**src/rtl/uart_rx.sv**
```systemverilog
// uart_rx: 16x-oversampled UART receiver. It synchronises rx, qualifies the
// start bit at its centre, samples each data/parity/stop bit at its centre
// and reports one byte per frame together with framing and parity status.
//
// Output handshake: data_valid is a one-cycle strobe with no ready/backpressure.
// data, frame_err and parity_err are valid in the strobe cycle and then hold
// their values until the next frame completes. Errored frames also strobe,
// so a consumer must qualify data with the two flags.
module uart_rx #(
    parameter int DATA_BITS    = 8,
    parameter int OVERSAMPLING = 16,
    parameter int PARITY_EN    = 0,
    parameter int PARITY_ODD   = 0
) (
    input  logic                 clk,
    input  logic                 rst,
    input  logic                 tick,
    input  logic                 rx,
    output logic [DATA_BITS-1:0] data,
    output logic                 data_valid,
    output logic                 frame_err,
    output logic                 parity_err,
    output logic                 busy,
    output logic [2:0]           dbg_state
);

    localparam int CW = $clog2(OVERSAMPLING);
    localparam int BW = $clog2(DATA_BITS);
    localparam logic [CW-1:0] CNT_HALF = CW'(OVERSAMPLING / 2 - 1);
    localparam logic [CW-1:0] CNT_LAST = CW'(OVERSAMPLING - 1);
    localparam logic [BW-1:0] BIT_LAST = BW'(DATA_BITS - 1);
    localparam logic          ODD_BIT  = (PARITY_ODD != 0);
    localparam logic          PAR_BIT  = (PARITY_EN != 0);

    typedef enum logic [2:0] {
        IDLE   = 3'd0,
        START  = 3'd1,
        DATA   = 3'd2,
        PARITY = 3'd3,
        STOP   = 3'd4
    } state_t;

    state_t                 state_q, state_d;
    logic [CW-1:0]          cnt_q, cnt_d;
    logic [BW-1:0]          bit_q, bit_d;
    logic [DATA_BITS-1:0]   shift_q, shift_d;
    logic                   par_q, par_d;
    logic                   armed_q, armed_d;
    logic                   done;
    logic                   rx_m, rx_s;

    // Two-flop synchroniser; resets to the idle (high) line level.
    always_ff @(posedge clk or negedge rst) begin
        if (!rst) begin
            rx_m <= 1'b1;
            rx_s <= 1'b1;
        end else begin
            rx_m <= rx;
            rx_s <= rx_m;
        end
    end

    // State and datapath registers.
    always_ff @(posedge clk or negedge rst) begin
        if (!rst) begin
            state_q <= IDLE;
            cnt_q   <= '0;
            bit_q   <= '0;
            shift_q <= '0;
            par_q   <= 1'b0;
            armed_q <= 1'b1;
        end else begin
            state_q <= state_d;
            cnt_q   <= cnt_d;
            bit_q   <= bit_d;
            shift_q <= shift_d;
            par_q   <= par_d;
            armed_q <= armed_d;
        end
    end

    // Next-state logic: every decision is taken only on a tick.
    always_comb begin
        state_d = state_q;
        cnt_d   = cnt_q;
        bit_d   = bit_q;
        shift_d = shift_q;
        par_d   = par_q;
        armed_d = armed_q;
        done    = 1'b0;
        // Line seen high re-arms start detection after a break.
        if (tick && rx_s) armed_d = 1'b1;
        case (state_q)
            IDLE: begin
                cnt_d = '0;
                if (tick && !rx_s && armed_q) state_d = START;
            end
            START: begin
                if (tick) begin
                    if (cnt_q == CNT_HALF) begin
                        cnt_d = '0;
                        bit_d = '0;
                        // Still low at mid start bit: genuine start, else a glitch.
                        state_d = rx_s ? IDLE : DATA;
                    end else begin
                        cnt_d = cnt_q + CW'(1);
                    end
                end
            end
            DATA: begin
                if (tick) begin
                    if (cnt_q == CNT_LAST) begin
                        cnt_d   = '0;
                        shift_d = {rx_s, shift_q[DATA_BITS-1:1]};
                        if (bit_q == BIT_LAST) state_d = PAR_BIT ? PARITY : STOP;
                        else                   bit_d   = bit_q + BW'(1);
                    end else begin
                        cnt_d = cnt_q + CW'(1);
                    end
                end
            end
            PARITY: begin
                if (tick) begin
                    if (cnt_q == CNT_LAST) begin
                        cnt_d   = '0;
                        par_d   = rx_s;
                        state_d = STOP;
                    end else begin
                        cnt_d = cnt_q + CW'(1);
                    end
                end
            end
            STOP: begin
                if (tick) begin
                    if (cnt_q == CNT_LAST) begin
                        // Leave at mid stop bit so a back-to-back start edge is caught.
                        cnt_d   = '0;
                        done    = 1'b1;
                        state_d = IDLE;
                        if (!rx_s) armed_d = 1'b0;
                    end else begin
                        cnt_d = cnt_q + CW'(1);
                    end
                end
            end
            default: begin
                state_d = IDLE;
                cnt_d   = '0;
            end
        endcase
    end

    // Frame result registers: loaded and strobed one clk after the stop sample.
    always_ff @(posedge clk or negedge rst) begin
        if (!rst) begin
            data       <= '0;
            data_valid <= 1'b0;
            frame_err  <= 1'b0;
            parity_err <= 1'b0;
        end else begin
            data_valid <= done;
            if (done) begin
                data       <= shift_q;
                frame_err  <= ~rx_s;
                parity_err <= PAR_BIT & ((^shift_q) ^ par_q ^ ODD_BIT);
            end
        end
    end

    assign busy      = (state_q != IDLE);
    assign dbg_state = state_q;

endmodule

```
**config.mk**
```make
export PLATFORM = sky130hd
export DESIGN_NAME = uart_rx
export DESIGN_NICKNAME = d
export VERILOG_FILES = /design/src/rtl/uart_rx.sv
export SDC_FILE = /design/constraint.sdc
export NUM_CORES = 1
export LEC_CHECK = 0
export BUFFER_PORTS_ARGS = -buffer_cell sky130_fd_sc_hd__buf_4
export CAP_MARGIN = 20
export CORE_MARGIN = 1
export CORE_UTILIZATION = 45
export CTS_BUF_LIST = sky130_fd_sc_hd__clkbuf_8
export DETAILED_ROUTE_END_ITERATION = 8
export PLACE_DENSITY = 0.67
export SLEW_MARGIN = 30
export SYNTH_ARGS = -nofsm -noshare
export SYNTH_HDL_FRONTEND = slang
export SYNTH_SLANG_ARGS = --single-unit
export TNS_END_PERCENT = 1
```
**constraint.sdc**
```tcl
create_clock -name clk -period 2.5 [get_ports clk]
set_input_delay 0.5 -clock clk [delete_from_list [all_inputs] [get_ports clk]]
set_output_delay 0.5 -clock clk [all_outputs]
set_load 0.1 [all_outputs]
```
# Yosys cells after proc, flatten, opt, wreduce, memory -nomap -nowiden
# Cells that the tools add are included.
# Widths: inputs -> output; s select.
[op_classes]
n_addsub = 2
eq_ne = 19
mux = 31
bitwise = 1
n_reduce_logical = 12
[ops]
columns = ["op", "count"]
rows = [
  ["$mux 3", 15],
  ["$ne 2x2->1 const B", 11],
  ["$mux 4", 4],
  ["$pmux 3 s5", 1],
  ["$reduce_and 10->1", 1],
  ["$mux 1", 8],
  ["$pmux 4 s2", 1],
  ["$eq 3x2->1 const B", 2],
  ["$eq 3x3->1 const B", 2],
  ["$pmux 3 s2", 1],
  ["$reduce_and 6->1", 1],
  ["$add 4x1->4 const B", 1],
  ["$eq 4x3->1 const B", 1],
  ["$eq 4x4->1 const B", 1],
  ["$add 3x1->3 const B", 1],
  ["$eq 3x1->1 const B", 1],
  ["$logic_and 1x1->1", 3],
  ["$logic_not 3->1", 1],
  ["$reduce_and 3->1", 1],
  ["$reduce_bool 3->1", 1],
  ["$reduce_or 3->1", 1],
  ["$mux 2", 1],
  ["$ne 2x1->1 const B", 1],
  ["$reduce_and 2->1", 1],
  ["3 further kinds", 3],
]
[word_totals]
regBits = 31
inputBits = 4
out_inout_bits = 15

# Longest topological paths before layout
[depth]
depth_word = 6
mapped_depth = 6
mapped_depth_nobuf = 5

# Least setup slack after synthesis
# Ideal clock, no wire load.
[synth_timing]
path_type = "register to register"
from = "reg state_q[0] (netlist: dbg_state[0])"
to = "reg state_q[1] (netlist: dbg_state[1])"
setup_ns = 0.126
arrival_time_ns = 2.406
t_required_ns = 2.374
setup_slack_ns = -0.031
stages_incl_launch_ff = 6
n_path_buf = 1
synth_period_minus_slack_ns = 2.531
cell_sequence = "dfrtp_1 -> or3_1 -> buf_6 -> o32ai_1 -> or4b_4 -> mux2_4"
[synth_between]
elab_chain_len = 3
word_cells_on_any_way = 17
classes_between = "14 x eq/ne; 1 x mux; 2 x reduce/logical"
[synth_rtl]
columns = ["item", "line_no", "rtl"]
rows = [
  ["start: declaration", "43", "state_t state_q, state_d;"],
  ["start signal: assignment", "73", "state_q <= state_d;"],
  ["$eq 3x2->1, or another cell as far along", "93", "case (state_q)"],
  ["$ne 2x2->1 (no line)", "-", ""],
  ["$reduce_and 10->1 (no line)", "-", ""],
]
# Parallel ways exist; a longest one is shown, timed or not.
# A chain may end at the register's enable or synchronous reset.

# Worst setup path in the final report
[layout_timing]
from = "reg state_q[0] (netlist: dbg_state[0])"
to = "out busy"
[layout_between]
elab_chain_len = 1
[layout_rtl]
columns = ["item", "line_no", "rtl"]
rows = [
  ["$reduce_bool 3->1", "170", "assign busy = (state_q != IDLE);"],
  ["end: declaration", "23", "output logic busy,"],
]
# Every way passes these cells.

==> results.ini <==
[run_status]
status = finished, final reports clean

[logic_synthesis]
synth-compound-area-share = 0.0652
synth_area_per_cell_um2 = 13.3
syn-cell-area_um2 = 1380
synth.area.mux_share = 0.178
synthCells = 104
synth.net_count = 111
synth-main-ff-cell = dfrtp_1
synth_warnings = 0
synth-simple-area-share = 0.120
synth.distinct_cells = 37
synth_top_family_by_area = multiplexers
ys_seq_area_frac = 0.564
synthArstFlopShare = 1.00
synth-seq-cells = 31
synth_fa_ha_area_frac = 0.0271
synth_edf_count = 0
synthXorXnorAreaFrac = 0.00633

[cells_and_area]
area_growth_pct = 18.1
post-route-util = 0.577
drive_gt1_frac = 0.408
n_antenna_cell = 0
nets = 131

[setup_path]
cp-end-kind = output port
path_cells = or3_1 -> buf_4
critical_path.startpoint_type = register
r2r-end = bit_q[0]$_DFFE_PN0P_
timing.rr.start = cnt_q[0]$_DFFE_PN0P_
r2r_slack_ps = 530
critPathMaxFanout = 9
rr_worst_depth = 5
slowest_stage = or3_1
worst_ep_arrival_time_ps = 1500
path_delay_family = simple AND/OR/NAND/NOR gates
cpPeakStageDelay_ps = 480
crit_buf_inv = 1
crit_type = reg2out
crit_required_ps = 2000

[timing]
setup_viol = 0
fin_crit_ps = 2000
layout_setup_ws_ps = 502
timing.fmax_ghz = 0.500
hold_viol = 0
fin_hold_ws_ps = 128
maxSlewViolCount = 0
rsz0062_at_grt = no
fin_crit_sh = 0.799
skew_ps = 6.60
fin_setup_tns_ps = 0

[floorplanning]
core_area_um2 = 2830
die-width_um = 57.4
die_area_um2 = 3300
boundaryPins = 19
num_rows = 19
initial_utilization = 0.489
fp.dieH_um = 57.4

[drt]
first_pass_iters = 3
routed_via_density = 5.47
vias = 854
first_iter_violations = 17
wire_per_inst_um = 14.7
ant_nets = 0
totalWireLength_mm = 2.29
drc_errors = 0

[global_route]
grt_max_degree = 32
grt_pass1_vias = 878
grt.total_usage = 0.168
grt-ovfl-total = 0
antenna_found_initial = 0
grt_pass1_wl_mm = 3.96

[placement]
routabilityCongestion = 0.843
dp_hpwl_mm = 1.57
port_buffers = 17
post-place-ws_ps = 518

[clock_network]
clock-root-buffer = clkbuf_8
cts_hold_buf = 0
clock_latency_ps = 290
cts_tree = done
clkSlewWorstSetupHoldPaths_ps = 70
cts_buffers = 5
cts_setup_buffers = 0
max-clock-path-buffers = 2
htree_levels = 2
clock-sinks = 31
postCtsResizedCells = 0

[power]
peakVddDrop_uv = 524
power.leakage_uw = 0.000821
powerDensity_nw_per_um2 = 959

[run]
drv_cap = 0

[min_path]
hp-class = in2async

## stage by stage
| step | std cells | total power (uW) | instance area (um2) |
|---|---|---|---|
| after global placement | 148 | 1060 | 1520 |
| after floorplan | 104 | 989 | 1380 |
| after global routing | 156 | 1640 | 1630 |
| final | 156 | 1570 | 1630 |
| after detailed placement | 148 | 1070 | 1520 |
| after CTS | 156 | 1590 | 1630 |
## cell families after synthesis
logic type | after synthesis
multiplexers | 22
adder cells (fa/ha/maj) | 3
buffers and inverters | 8
flip-flops | 31
other | 1
XOR/XNOR | 1
AND/OR/NAND/NOR | 25
AO/OA/AOI/OAI | 13
## worst reg2reg max path: cells and delay by family (launching register included)
family	cells	cell delay [ps]
and+or+nand+nor	3	1070
DFF	1	390
muxes	1	220
adders and majority gates	1	240
## state kept, by name, indices dropped and copies added (netlist names)
register,cells
armed_q,1
frame_err,1
dbg_state,3
rx_s,1
cnt_q,4
data_valid,1
bit_q,3
data,8
shift_q,8
rx_m,1
## how the worst max path moves through the flow
stage	cells past startpoint	endpoint	from
after global placement	5	bit_q[0]$_DFFE_PN0P_	tick
final	2	busy	dbg_state[0]$_DFFE_PN0P_
after CTS	2	busy	dbg_state[0]$_DFFE_PN0P_
after global routing	5	bit_q[0]$_DFFE_PN0P_	cnt_q[0]$_DFFE_PN0P_
after floorplan	5	dbg_state[1]$_DFFE_PN0P_	dbg_state[2]$_DFFE_PN0P_
after detailed placement	5	bit_q[0]$_DFFE_PN0P_	tick
## metal layers
metal	global-route usage	part of all wire	wire length, um	vias up
met5	0	0	0	-
met4	0.105	0.029	66	0
met3	0.0703	0.052	119	5
met2	0.241	0.46	1060	15
li1	-	-	-	411
met1	0.209	0.45	1040	423
## cells in the mapped netlist, types with 2 or more instances
master	number	area [um2]
mux2_2	17	191
a22o_1	2	17.5
or3_1	2	12.5
nor3_1	2	10.0
dfstp_2	3	78.8
nor2_1	3	11.3
dfrtp_1	28	701
mux2i_1	4	40.0
ha_1	3	37.5
nand2_1	4	15.0
inv_1	4	15.0
o21ai_0	5	25.0
or2b_1	2	15.0
buf_6	2	22.5
## layout by cell type (no fill, tap or decap), types with 2 or more instances in the layout
cell and count:
a22o_1 2, buf_4 17, clkbuf_8 6, dfrtp_1 27
dfstp_2 3, ha_1 3, inv_1 4, mux2_2 17
mux2i_1 4, nand2_1 4, nor2_1 3, nor3_1 2
o21ai_0 5, or2b_1 2, or3_1 2
## power by group
group / internal [uW] / switching, uW / total [uW]
logic: 135 / 340 / 476
registers: 537 / 45.4 / 583
clock network: 322 / 186 / 508
total: 994 / 572 / 1570
## final cells by class
class	instances	area, um2
tap	31	38.8
clock buffer	6	82.6
multi-input combinational	65	553
fill	241	1200
inverter	4	15.0
clock inverter	2	35.0
timing repair buffer	17	128
sequential	31	781
(Power assumes the default switching activity.)
